==> src/rtl/msk_g16_inv_dom.sv <==
// msk_g16_inv_dom: d-share DOM-masked GF(16) inverter computing x^14 with two DOM multiplications
//   clk, rst_n          clock (rising edge), asynchronous active-low reset
//   in_valid/in_ready   input handshake; in0..in3 carry bit k of every share (bit i = share i)
//   rnd/rnd_req         fresh randomness, sampled while rnd_req is high
//   out_valid/out_ready output handshake; out0..out3 carry the sharing of x^-1
`ifndef DEFAULTSHARES
`define DEFAULTSHARES 2
`endif
module msk_g16_inv_dom #(
   parameter int d = `DEFAULTSHARES,
   localparam int n_rnd = 4*d*(d-1)/2
) (
   input  logic             clk,
   input  logic             rst_n,
   input  logic             in_valid,
   output logic             in_ready,
   input  logic [d-1:0]     in0,
   input  logic [d-1:0]     in1,
   input  logic [d-1:0]     in2,
   input  logic [d-1:0]     in3,
   input  logic [n_rnd-1:0] rnd,
   output logic             rnd_req,
   output logic             out_valid,
   input  logic             out_ready,
   output logic [d-1:0]     out0,
   output logic [d-1:0]     out1,
   output logic [d-1:0]     out2,
   output logic [d-1:0]     out3
);
   typedef enum logic [1:0] {IDLE, MUL1, MUL2, OUT} state_t;
   state_t state_q;
   logic in_ready_q, out_valid_q, rnd_req_q;
   logic [3:0] x_q [d];
   logic [3:0] x2_q [d];
   logic [3:0] p1_q [d][d];
   logic [3:0] p2_q [d][d];
   logic [3:0] x_d [d];
   logic [3:0] x2_d [d];
   logic [3:0] x3 [d];
   logic [3:0] x12 [d];
   logic [3:0] y [d];
   logic [3:0] p1_d [d][d];
   logic [3:0] p2_d [d][d];
   // polynomial basis, reduction polynomial x^4 + x + 1
   function automatic logic [3:0] g16_mul(input logic [3:0] a, input logic [3:0] b);
      logic [3:0] p, s;
      p = '0;
      s = a;
      for (int k = 0; k < 4; k++) begin
         p = b[k] ? p ^ s : p;
         s = {s[2:0], 1'b0} ^ (s[3] ? 4'b0011 : 4'b0000);
      end
      return p;
   endfunction
   function automatic logic [3:0] g16_sq(input logic [3:0] a);
      return {a[3], a[1] ^ a[3], a[2], a[0] ^ a[2]};
   endfunction
   // r_ij = r_ji taken from the packed upper triangle, r_ii = 0
   function automatic logic [3:0] rnd_pair(input logic [n_rnd-1:0] r, input int i, input int j);
      int a, b, k;
      a = i < j ? i : j;
      b = i < j ? j : i;
      k = (i == j) ? 0 : a*d - a*(a+1)/2 + b - a - 1;
      return (i == j) ? 4'b0000 : r[4*k +: 4];
   endfunction
   always_comb begin
      out0 = '0;
      out1 = '0;
      out2 = '0;
      out3 = '0;
      for (int i = 0; i < d; i++) begin
         x_d[i]  = {in3[i], in2[i], in1[i], in0[i]};
         x2_d[i] = g16_sq(x_d[i]);
         x3[i]   = '0;
         y[i]    = '0;
         for (int j = 0; j < d; j++) begin
            x3[i] = x3[i] ^ p1_q[i][j];
            y[i]  = y[i] ^ p2_q[i][j];
         end
         x12[i]  = g16_sq(g16_sq(x3[i]));
         out0[i] = y[i][0];
         out1[i] = y[i][1];
         out2[i] = y[i][2];
         out3[i] = y[i][3];
      end
      for (int i = 0; i < d; i++)
         for (int j = 0; j < d; j++) begin
            p1_d[i][j] = g16_mul(x_q[i], x2_q[j]) ^ rnd_pair(rnd, i, j);
            p2_d[i][j] = g16_mul(x12[i], x2_q[j]) ^ rnd_pair(rnd, i, j);
         end
   end
   always_ff @(posedge clk or negedge rst_n) begin
      if (!rst_n) begin
         state_q     <= IDLE;
         in_ready_q  <= 1'b1;
         out_valid_q <= 1'b0;
         rnd_req_q   <= 1'b0;
         for (int i = 0; i < d; i++) begin
            x_q[i]  <= '0;
            x2_q[i] <= '0;
            for (int j = 0; j < d; j++) begin
               p1_q[i][j] <= '0;
               p2_q[i][j] <= '0;
            end
         end
      end else begin
         case (state_q)
            IDLE: if (in_valid) begin
               state_q    <= MUL1;
               in_ready_q <= 1'b0;
               rnd_req_q  <= 1'b1;
               x_q        <= x_d;
               x2_q       <= x2_d;
            end
            MUL1: begin
               state_q <= MUL2;
               p1_q    <= p1_d;
            end
            MUL2: begin
               state_q     <= OUT;
               rnd_req_q   <= 1'b0;
               out_valid_q <= 1'b1;
               p2_q        <= p2_d;
            end
            default: if (out_ready) begin
               state_q     <= IDLE;
               out_valid_q <= 1'b0;
               in_ready_q  <= 1'b1;
            end
         endcase
      end
   end
   assign in_ready  = in_ready_q;
   assign out_valid = out_valid_q;
   assign rnd_req   = rnd_req_q;
endmodule

==> config.mk <==
export PLATFORM = sky130hd
export DESIGN_NAME = msk_g16_inv_dom
export DESIGN_NICKNAME = d
export VERILOG_FILES = /design/src/rtl/msk_g16_inv_dom.sv
export SDC_FILE = /design/constraint.sdc
export NUM_CORES = 1
export LEC_CHECK = 0
export ABC_AREA = 0
export CORE_UTILIZATION = 65
export DETAILED_ROUTE_END_ITERATION = 6
export PLACE_DENSITY = 0.86
export SYNTH_ARGS = -nofsm -noshare
export SYNTH_HDL_FRONTEND = slang
export SYNTH_SLANG_ARGS = --single-unit
==> constraint.sdc <==
create_clock -name clk -period 3.3 [get_ports clk]
set_clock_uncertainty 0.1 [all_clocks]
set_input_delay 0.66 -clock clk [delete_from_list [all_inputs] [get_ports clk]]
set_output_delay 0.66 -clock clk [all_outputs]
set_load 0.1 [all_outputs]
==> impl_results.md <==
* Run status: finished, final reports clean
* Hold path startpoint: out_valid$_DFFE_PN0P_
* Detail Route Antenna Nets at 0
* Worst-case register-to-register setup slack at 0.77 ns
* Final clock period utilization by the worst path at 76.75%
* Yosys top cell by area: sky130_fd_sc_hd__dfrtp_1
* Clock input transition at the sequential cells of the worst setup and hold paths at 0.09 ns
* Number of nets in the layout at 560
* Count of flip-flops with a built-in enable after synthesis at 0
* Share of synthesized area occupied by flip-flops and latches at 27.47%
* Instance area after placement at 4702 um^2
* DRC errors left at 0
* Vias in the first global route at 3649
* Warnings, synthesis at 0
* Post-synth cell types at 55
* Total via count after detailed routing at 3855
* FF-to-FF Start: p1_q[3]$_DFFE_PN0P_
* Number of clock sinks seen by CTS at 49
* Average via count per standard cell at 6.248
* Post-cts hold buffer count at 0
* Final Hold Slack at 0.4200 ns
* Area of the core region at 6495 um^2
* Die W at 84.91 um
* R2R cell count at 6
* Type of the most critical hold path: reg -> reg
* Fraction of final layout cells with drive strength greater than 1 at 11.67%
* Launching element type of the critical path: register
* Number of iterations in the first detailed-routing pass at 6
* Highest Clock Rate at 394.8 MHz
* Layout overhead on the synthesized area at 7.169%
* Async set-or-reset flop fraction in the synthesized netlist at 100.0%
* Total of flip-flops plus latches after synthesis at 49
* CTS tree: done
* Number of top-level pins at 27
* CTS-repair resized insts at 0
* Number of antenna violations at the first check in global routing at 0
* Wire length of the first global-routing pass at 17.45 mm
* Later-pin clock latency in the skew report at 0.31 ns
* Number of max-cap violations at 0
* Library cell appearing most often on the critical path: sky130_fd_sc_hd__xnor2_1
* Total clock buffers created by CTS at 5
* Design area at 4788 um^2
* Number of placed instances, taps included at 610
* Cells on Worst Hold Path at 1
* Slew at the pin with the worst max-slew slack at 1.216 ns
* Final hold viol count at 0
* Post-CTS setup buffers at 0
* Synth Area per Inst at 8.274 um^2
* Antenna Cells at 0
* Post-Synthesis Net Count at 560
* CP Data Arrival Time at 2.63 ns
* Overall routing resource usage at 30.26%
* Die outline area at 7210 um^2
* Top FF cell, synth: sky130_fd_sc_hd__dfrtp_1
* DRT iter0 DRCs at 440
* Floorplan row count at 29
* Placed wire-length estimate after detailed placement at 7.031 mm
* Crit Reg-Reg Endpoint: p2_q[5]$_DFFE_PN0P_
* Final-report max-slew violation count at 0
* Initial Util at 68.79%
* Worst-case headroom to the max-slew limit at 18.96%
* Leading post-synthesis cells by cell area: sky130_fd_sc_hd__dfrtp_1 27%, sky130_fd_sc_hd__xnor2_1 11%, sky130_fd_sc_hd__nand2_1 7.2%
* Nature of the critical path endpoint: register
* Critical-path maximum fanout at 8
* Top-area cell type share of the netlist area at 26.88%
* Sum of routed wire length over all layers at 10.24 mm
* Critical path's slowest cell: sky130_fd_sc_hd__xnor2_1
* Overflow left after global routing at 0
* Number of H-tree levels at 2
* Cells traversed along the worst timing path: xnor2_1 -> xnor2_2 -> nand2_1 -> xnor2_1 -> xnor3_1 -> mux2_2
* Cells after Synth at 540
* Setup repair after global routing missed its margin: no
* Required time reported for the critical path endpoint at 3.40 ns
* Crit path time final at 2.533 ns
* Maximum clock path buffer count at 2
* Crit path largest cell delay at 0.65 ns
* GP Congestion at 0.8589
* Total negative setup slack at 0 ns
* Die height at 84.91 um
* Endpoint with the worst hold slack: out_valid$_DFFE_PN0P_
* Maximum number of pins on one net before global-route repair at 50
* Combined area of all synthesized cells at 4468 um^2
* Final count of negative-setup-slack endpoints at 0
* Crit Path Class: reg -> reg
* Input/output buffers at 26
* Clock root buffer: sky130_fd_sc_hd__clkbuf_8
* Non-filler instance count after layout at 617
* Wire length per cell at 16.60 um
synth_stat cells, types with 10 or more instances:
| cell type | count |
|---|---|
| sky130_fd_sc_hd__a21oi_1 | 23 |
| sky130_fd_sc_hd__a22oi_1 | 13 |
| sky130_fd_sc_hd__nor2_1 | 35 |
| sky130_fd_sc_hd__dfrtp_1 | 48 |
| sky130_fd_sc_hd__xor2_1 | 33 |
| sky130_fd_sc_hd__o21ai_0 | 37 |
| sky130_fd_sc_hd__mux2i_1 | 10 |
| sky130_fd_sc_hd__nand2_1 | 86 |
| sky130_fd_sc_hd__xnor2_1 | 54 |
| sky130_fd_sc_hd__o21ai_1 | 14 |
| sky130_fd_sc_hd__clkbuf_1 | 37 |
| sky130_fd_sc_hd__inv_1 | 15 |
| sky130_fd_sc_hd__mux2_2 | 23 |
state kept, by name, indices dropped and copies added, names as in the netlist:
signal / cells
x_q: 6
p2_q: 16
p1_q: 16
rnd_req: 1
out_valid: 1
in_ready: 1
x2_q: 6
state_q: 2
area by class of cell:
type,count,area (um^2)
timing repair buffer,35,295.3
multi-input combinational,434,3027
tap,77,96.34
fill,484,1707
sequential,49,1227
clock buffer,7,86.33
inverter,15,56.30
cells in the final DEF, fill, tap and decap left out, types with 10 or more instances in the layout:
cell                              Yosys  layout
sky130_fd_sc_hd__inv_1               15      15
sky130_fd_sc_hd__o21ai_1             14      14
sky130_fd_sc_hd__clkdlybuf4s50_1      0      14
sky130_fd_sc_hd__a21oi_1             23      23
sky130_fd_sc_hd__mux2i_1             10      10
sky130_fd_sc_hd__o21ai_0             37      37
sky130_fd_sc_hd__a22oi_1             13      13
sky130_fd_sc_hd__xnor2_1             54      54
sky130_fd_sc_hd__mux2_2              23      23
sky130_fd_sc_hd__nand2_1             86      86
sky130_fd_sc_hd__nor2_1              35      35
sky130_fd_sc_hd__dfrtp_1             48      48
sky130_fd_sc_hd__buf_4                0      20
sky130_fd_sc_hd__xor2_1              33      33
per-layer routing:
layer / vias up / track usage [%] / routed length, um
met5: - / 0 / 0
met4: 0 / 10.94 / 227
met3: 20 / 3.210 / 604
met2: 144 / 51.52 / 5041
met1: 1842 / 40.28 / 4366
li1: 1849 / - / -
critical path, delay by kind of cell (launching register included):
kind                      cells  cell delay [ns]
xor gates and xnor gates      4             1.50
DFF                           1             0.42
muxes                         1             0.26
and+or+nand+nor               1             0.13
worst max path at each step:
| stage | cells after the start | end | slack (ns) | from |
|---|---|---|---|---|
| floorplan | 1 | out0[1] | 0.73 | p2_q[0]$_DFFE_PN0P_ |
| global placement | 5 | p2_q[5]$_DFFE_PN0P_ | 0.89 | rnd[1] |
| detailed placement | 6 | p2_q[5]$_DFFE_PN0P_ | 0.80 | p1_q[3]$_DFFE_PN0P_ |
| CTS | 6 | p2_q[5]$_DFFE_PN0P_ | 0.77 | p1_q[3]$_DFFE_PN0P_ |
| global route | 5 | p2_q[7]$_DFFE_PN0P_ | 0.64 | x_q[6]$_DFFE_PN0P_ |
| finish | 6 | p2_q[5]$_DFFE_PN0P_ | 0.77 | p1_q[3]$_DFFE_PN0P_ |
kinds of logic (layout without fill, tap and decap cells):
group / count (synthesis) / in the layout / synth area share, %
compound gates: 137 / 137 / 19.52
xor+xnor: 102 / 102 / 23.66
fa+ha+maj: 4 / 4 / 1.120
buf+inv: 57 / 57 / 4.788
flops: 49 / 49 / 27.47
mux: 35 / 35 / 8.625
simple gates: 156 / 156 / 14.81
through the flow:
stage	utilization (%)	setup WS, ns
after global routing	73.72	0.6450
after global placement	72.39	0.8940
after CTS	73.72	0.7680
after detailed placement	72.39	0.8014
final	73.72	0.7673
after floorplan	-	0.7308
Power is not shown: default switching activity piles up to over one toggle a cycle in this logic, so the estimate is an artifact.
